File: src/rtl/sqrt_pkg.sv
// Shared definitions for the square-root job path: default widths and the
// sequencer state encoding used by the sequencer, the root finder and benches.
package sqrt_pkg;

    localparam int DATA_W_DEF     = 16;
    localparam int ROOT_W_DEF     = 8;
    localparam int FIFO_DEPTH_DEF = 4;
    localparam int TIMEOUT_DEF    = 64;

    typedef enum logic [1:0] {
        ST_IDLE  = 2'd0,
        ST_ISSUE = 2'd1,
        ST_WAIT  = 2'd2,
        ST_HOLD  = 2'd3
    } sqrt_state_t;

endpackage

File: src/rtl/sqrt_in_fifo.sv
// Small synchronous FIFO buffering radicands ahead of the job sequencer.
// Wrap-bit pointers; the head entry is visible without a pop.
module sqrt_in_fifo #(
    parameter int DATA_W = 16,
    parameter int DEPTH  = 4
) (
    input  logic              clk,
    input  logic              reset,
    input  logic              wr_valid,
    input  logic [DATA_W-1:0] wr_data,
    output logic              wr_ready,
    input  logic              rd_pop,
    output logic [DATA_W-1:0] rd_data,
    output logic              rd_empty
);

    localparam int AW = $clog2(DEPTH);

    logic [AW:0]       wr_ptr_reg;
    logic [AW:0]       rd_ptr_reg;
    logic [DATA_W-1:0] mem [DEPTH];
    logic              full;
    logic              do_push;
    logic              do_pop;

    assign full     = (wr_ptr_reg[AW] != rd_ptr_reg[AW]) &&
                      (wr_ptr_reg[AW-1:0] == rd_ptr_reg[AW-1:0]);
    assign rd_empty = (wr_ptr_reg == rd_ptr_reg);

    // in_ready depends only on stored state, so a same-cycle pop never
    // opens a slot for a full FIFO.
    assign wr_ready = !full;
    assign do_push  = wr_valid && !full;
    assign do_pop   = rd_pop && !rd_empty;
    assign rd_data  = mem[rd_ptr_reg[AW-1:0]];

    always_ff @(posedge clk) begin
        if (reset) begin
            wr_ptr_reg <= '0;
            rd_ptr_reg <= '0;
        end else begin
            if (do_push) begin
                wr_ptr_reg <= wr_ptr_reg + (AW+1)'(1);
            end
            if (do_pop) begin
                rd_ptr_reg <= rd_ptr_reg + (AW+1)'(1);
            end
        end
    end

    always_ff @(posedge clk) begin
        if (do_push) begin
            mem[wr_ptr_reg[AW-1:0]] <= wr_data;
        end
    end

endmodule

File: src/rtl/sqrt_job_sequencer.sv
// Feeds buffered radicands one at a time to the root finder, then checks
// each returned root and presents the result on a valid/ready port.
module sqrt_job_sequencer
    import sqrt_pkg::*;
#(
    parameter int DATA_W     = DATA_W_DEF,
    parameter int ROOT_W     = ROOT_W_DEF,
    parameter int FIFO_DEPTH = FIFO_DEPTH_DEF,
    parameter int TIMEOUT    = TIMEOUT_DEF
) (
    input  logic              clk,
    input  logic              reset,
    input  logic              in_valid,
    input  logic [DATA_W-1:0] in_data,
    output logic              in_ready,
    output logic              sqrt_start,
    output logic [DATA_W-1:0] sqrt_radicand,
    input  logic              sqrt_done,
    input  logic [ROOT_W-1:0] sqrt_root,
    output logic              out_valid,
    input  logic              out_ready,
    output logic [DATA_W-1:0] out_radicand,
    output logic [ROOT_W-1:0] out_root,
    output logic [ROOT_W:0]   out_rem,
    output logic              out_err,
    output logic              out_timeout
);

    localparam int CNT_W = $clog2(TIMEOUT + 1);

    sqrt_state_t       state_reg;
    logic [CNT_W-1:0]  cnt_reg;
    logic              sqrt_start_reg;
    logic [DATA_W-1:0] sqrt_radicand_reg;
    logic              out_valid_reg;
    logic [DATA_W-1:0] out_radicand_reg;
    logic [ROOT_W-1:0] out_root_reg;
    logic [ROOT_W:0]   out_rem_reg;
    logic              out_err_reg;
    logic              out_timeout_reg;

    logic [DATA_W-1:0] fifo_head;
    logic              fifo_empty;
    logic              fifo_pop;

    sqrt_in_fifo #(
        .DATA_W (DATA_W),
        .DEPTH  (FIFO_DEPTH)
    ) u_fifo (
        .clk      (clk),
        .reset    (reset),
        .wr_valid (in_valid),
        .wr_data  (in_data),
        .wr_ready (in_ready),
        .rd_pop   (fifo_pop),
        .rd_data  (fifo_head),
        .rd_empty (fifo_empty)
    );

    // The head was already copied into sqrt_radicand on entry to ISSUE.
    assign fifo_pop = (state_reg == ST_ISSUE);

    // Root check: root^2 <= radicand < (root+1)^2. The upper bound uses one
    // extra bit so the largest root (all ones) squares without wrapping.
    logic [DATA_W-1:0] root_ext;
    logic [DATA_W-1:0] root_sq;
    logic [DATA_W:0]   root_p1;
    logic [DATA_W:0]   root_p1_sq;
    logic              root_bad;
    logic [ROOT_W:0]   rem_next;

    always_comb begin
        root_ext   = DATA_W'(sqrt_root);
        root_sq    = root_ext * root_ext;
        root_p1    = (DATA_W+1)'(sqrt_root) + (DATA_W+1)'(1);
        root_p1_sq = root_p1 * root_p1;
        root_bad   = (root_sq > sqrt_radicand_reg) ||
                     (root_p1_sq <= {1'b0, sqrt_radicand_reg});
        rem_next   = sqrt_radicand_reg[ROOT_W:0] - root_sq[ROOT_W:0];
    end

    always_ff @(posedge clk) begin
        if (reset) begin
            state_reg         <= ST_IDLE;
            cnt_reg           <= '0;
            sqrt_start_reg    <= 1'b0;
            sqrt_radicand_reg <= '0;
            out_valid_reg     <= 1'b0;
            out_radicand_reg  <= '0;
            out_root_reg      <= '0;
            out_rem_reg       <= '0;
            out_err_reg       <= 1'b0;
            out_timeout_reg   <= 1'b0;
        end else begin
            case (state_reg)
                ST_IDLE: begin
                    if (!fifo_empty) begin
                        // Radicand is presented together with the start pulse.
                        sqrt_start_reg    <= 1'b1;
                        sqrt_radicand_reg <= fifo_head;
                        state_reg         <= ST_ISSUE;
                    end
                end
                ST_ISSUE: begin
                    sqrt_start_reg <= 1'b0;
                    cnt_reg        <= '0;
                    state_reg      <= ST_WAIT;
                end
                ST_WAIT: begin
                    cnt_reg <= cnt_reg + CNT_W'(1);
                    if (sqrt_done) begin
                        out_valid_reg    <= 1'b1;
                        out_radicand_reg <= sqrt_radicand_reg;
                        out_root_reg     <= sqrt_root;
                        out_rem_reg      <= rem_next;
                        out_err_reg      <= root_bad;
                        out_timeout_reg  <= 1'b0;
                        state_reg        <= ST_HOLD;
                    end else if (cnt_reg == CNT_W'(TIMEOUT - 1)) begin
                        out_valid_reg    <= 1'b1;
                        out_radicand_reg <= sqrt_radicand_reg;
                        out_root_reg     <= '0;
                        out_rem_reg      <= '0;
                        out_err_reg      <= 1'b1;
                        out_timeout_reg  <= 1'b1;
                        state_reg        <= ST_HOLD;
                    end
                end
                ST_HOLD: begin
                    if (out_ready) begin
                        out_valid_reg <= 1'b0;
                        state_reg     <= ST_IDLE;
                    end
                end
                default: begin
                    state_reg <= ST_IDLE;
                end
            endcase
        end
    end

    assign sqrt_start    = sqrt_start_reg;
    assign sqrt_radicand = sqrt_radicand_reg;
    assign out_valid     = out_valid_reg;
    assign out_radicand  = out_radicand_reg;
    assign out_root      = out_root_reg;
    assign out_rem       = out_rem_reg;
    assign out_err       = out_err_reg;
    assign out_timeout   = out_timeout_reg;

endmodule

File: config.mk
export PLATFORM = sky130hd
export DESIGN_NAME = sqrt_job_sequencer
export DESIGN_NICKNAME = d
export VERILOG_FILES = /design/src/rtl/sqrt_pkg.sv /design/src/rtl/sqrt_in_fifo.sv /design/src/rtl/sqrt_job_sequencer.sv
export SDC_FILE = /design/constraint.sdc
export NUM_CORES = 1
export LEC_CHECK = 0
export CAP_MARGIN = 10
export CORE_MARGIN = 1.5
export CORE_UTILIZATION = 54
export DETAILED_ROUTE_END_ITERATION = 10
export GPL_TIMING_DRIVEN = 0
export PLACE_DENSITY = 0.87
export SLEW_MARGIN = 5
export SYNTH_ARGS = -nofsm -noshare
export SYNTH_HDL_FRONTEND = slang
export SYNTH_HIERARCHICAL = 1
export SYNTH_SLANG_ARGS = --single-unit
export TNS_END_PERCENT = 100
File: constraint.sdc
create_clock -name clk -period 6.7 [get_ports clk]
set_clock_uncertainty 0.2 [all_clocks]
set_input_delay 1.34 -clock clk [delete_from_list [all_inputs] [get_ports clk]]
set_output_delay 1.34 -clock clk [all_outputs]
set_load 0.02 [all_outputs]
==> impl_metrics.tcl <==
set metrics [dict create \
    antenna_found_initial 0 \
    netlist.area_leader.share_pct 19.4 \
    fmax_mhz 150 \
    rows 49 \
    crit_buf_inv 6 \
    port_buffers 81 \
    totalPowerFinal_uw 5090 \
    setup_viol 0 \
    avgSynthCellArea_um2 9.75 \
    yosys-top-cells-area "edfxtp_1, ha_1, dfxtp_1" \
    post_route_cells_drive_above_1_share_pct 14.6 \
    placed_cells 1330 \
    ant_nets 0 \
    grtUsageTotal_pct 26.7 \
    cts_tree "built" \
    ys_seq_area_share_pct 33.6 \
    die_y_um 138 \
    preCtsSetupSlack_ns -1.58 \
    min_path_type "register to register" \
    drc 0 \
    first_iter_violations 536 \
    core_area_mm2 0.0180 \
    hold_viol 0 \
    wl_per_cell_um 18.4 \
    powerDensity_mw_per_mm2 416 \
    worst_pin_slew_ns 0.925 \
    areaGrowthSynthToFinish_pct 23.8 \
    gp_congestion 0.885 \
    ys_types 59 \
    drt_pass1_iterations 6 \
    slowest_delay_ns 0.53 \
    fin_hold_ws_ns 0.256 \
    period_share_pct 99.8 \
    root_buffer "clkbuf_16" \
    grt_pass1_vias 8148 \
    grt_pass1_wl_um 40600 \
    cap_viol_max_count 0 \
    die_w_um 138 \
    startpoint_type "primary input" \
    internal_power_uw 2860 \
    initial_core_util_pct 55.1 \
    clk_latency_ns 0.42 \
    vias_per_cell 5.78 \
    clockBufferDepth 2 \
    slew-limit-headroom_pct 38.4 \
    power.share.sequential_pct 22.2 \
    synth_ff_type "dfxtp_1" \
    synth_top_area_cell "edfxtp_1" \
    numCtsBuffers 17 \
    power_frac_comb_pct 60.3 \
    ys_warn_count 6 \
    cp.required_ns 6.85 \
    crit_type "primary input to register" \
    slew_viol_final 0 \
    cts-htree-levels 4 \
    cp.arrival_ns 6.83 \
    grt_max_degree 17 \
    critical-path-top-delay-family "adder cells" \
    grt_overflow 0 \
    io_pins 83 \
    numClockSinks 134 \
    n_antenna_cell 0 \
    endpoint_kind "register" \
    layout.cells.non_filler 1396 \
    syn_area_mm2 0.00989 \
    ys_seq_elements 134 \
    synth_cells 1014 \
    status "finished, final reports clean" \
    ir_worst_vdd_uv 304 \
    wl_um 25600 \
    vias 8072 \
    crit_slowest_cell "fa_1" \
    rsz0062_at_grt "yes" \
    synthArstFlopShare_pct 0 \
    netSwitchingPower_uw 2240 \
    swShare_pct 43.9 \
    dieArea_mm2 0.0191 \
    synth-edff-count 64 \
    utilization_pct 68.1 \
    largest_register_ffs 64 \
    p_leak_uw 0.00517 \
    clkPwrFrac_pct 17.5 \
    period_minus_slack_ns 6.69 \
    dp_hpwl_um 18000 \
    cpMostUsedCell "fa_1" \
    nets 1356 \
    setup_slack_ns 0.0143 \
    clk_pin_slew_ns 0.06 \
    cp_max_fo 6 \
]
==> power by group through the flow <==
stage               Sequential (uW)  Combinational, uW  Clock (uW)
detailed placement             1140               2750           0
floorplan                      1180               1980           0
finish                         1130               3070         892
global route                   1140               3390         926
CTS                            1130               2880         899
global placement               1130               2650           0
==> worst reg2reg max path: cells and delay by family, from the launching register on <==
family	cells	cell delay, ns
AOI/OAI and AO/OA	1	0.18
xor gates and xnor gates	1	0.26
buffers and inverters	2	0.79
DFF	1	0.51
and+or+nand+nor	3	0.82
==> placed cells by master, fill, tap and decap left out, types with 17 or more instances in the layout <==
| master | instances |
|---|---|
| a21oi_1 | 72 |
| buf_4 | 40 |
| clkbuf_16 | 17 |
| clkdlybuf4s50_1 | 74 |
| dfxtp_1 | 70 |
| edfxtp_1 | 64 |
| fa_1 | 59 |
| ha_1 | 104 |
| inv_1 | 132 |
| nand2_1 | 115 |
| nor2_1 | 58 |
| o21ai_0 | 20 |
| xnor2_1 | 33 |
==> final cells by class <==
cell class                 count  area, um^2
inverter                     144         561
buffer                        33         180
clock inverter                15         146
multi-input combinational    706        6210
timing repair buffer         118        1110
tap                          229         287
fill                        1211        5720
sequential                   134        3320
clock buffer                  17         425
==> cell families after synthesis <==
family	count (synthesis)	share of synthesized area, %
simple gates	288	13.6
buf+inv	179	7.15
fa+ha+maj	173	26.4
compound gates	165	10.2
flops	134	33.6
xor+xnor	56	5.15
mux	17	3.76
other cells	2	0.0759
==> synthesized netlist by cell type, types with 2 or more instances <==
cell      count
o21ai_0      23
nor2_1       64
o211ai_1      6
nor3_1        9
nand2_1     120
xnor2_1      38
nand3_1      18
inv_1       141
or3_1         4
nand3b_1      4
nand4b_1      2
a21o_1       11
o22ai_1       3
mux4_2       16
a21oi_1      74
buf_2         9
nand2b_1     10
o21bai_1      7
and3_1        3
o31ai_1       2
nor2b_1      12
inv_2         2
fa_1         60
dfxtp_1      70
a211oi_1      4
a221oi_1      3
conb_1        2
a31oi_1       4
edfxtp_1     64
buf_4         3
xor2_1       17
nor3b_1       4
and2_1       16
a41oi_1       3
nand4_1      14
o21a_1        5
clkbuf_1     21
a211o_1       2
a22oi_1      11
a21oi_2       2
ha_1        113
==> per-layer routing <==
| layer | vias to the layer above | global-route usage, % | wire length (um) |
|---|---|---|---|
| met2 | 392 | 44.9 | 12700 |
| li1 | 3686 | - | - |
| met3 | 98 | 5.58 | 1960 |
| met4 | 0 | 11.0 | 982 |
| met5 | - | 0 | 0 |
| met1 | 3896 | 33.7 | 10000 |
==> metrics by stage <==
stage | TNS (ns) | instance area (um^2)
6_report | 0 | 12200
5_1_grt | -0.267 | 12200
4_1_cts | 0 | 12000
3_5_place_dp | -1.69 | 11100
3_3_place_gp | -1.52 | 11100
2_1_floorplan | 0 | 9980
==> final timing paths <==
path	startpoint	slack, ns	endpoint	depth (start not counted)
setup / recovery	sqrt_root[0]	0.01	out_err$_SDFFE_PP0P_	28
hold reg to reg	out_radicand[3]$_SDFFE_PP0P_	0.26	out_radicand[3]$_SDFFE_PP0P_	2
hold / removal	out_radicand[3]$_SDFFE_PP0P_	0.26	out_radicand[3]$_SDFFE_PP0P_	2
setup reg to reg	u_fifo/wr_ptr_reg[0]$_SDFFE_PP0P_	3.86	sqrt_radicand[6]$_SDFFE_PP0P_	7
==> what timing repair did <==
action | 4_1_cts | 5_1_grt
gates resized for setup | 72 | 50
endpoints found under the setup margin | 1 | 1
pin swaps | 23 | 38
hold buffers | 0 | 0
setup buffers | 20 | 16
(Power assumes the default switching activity.)
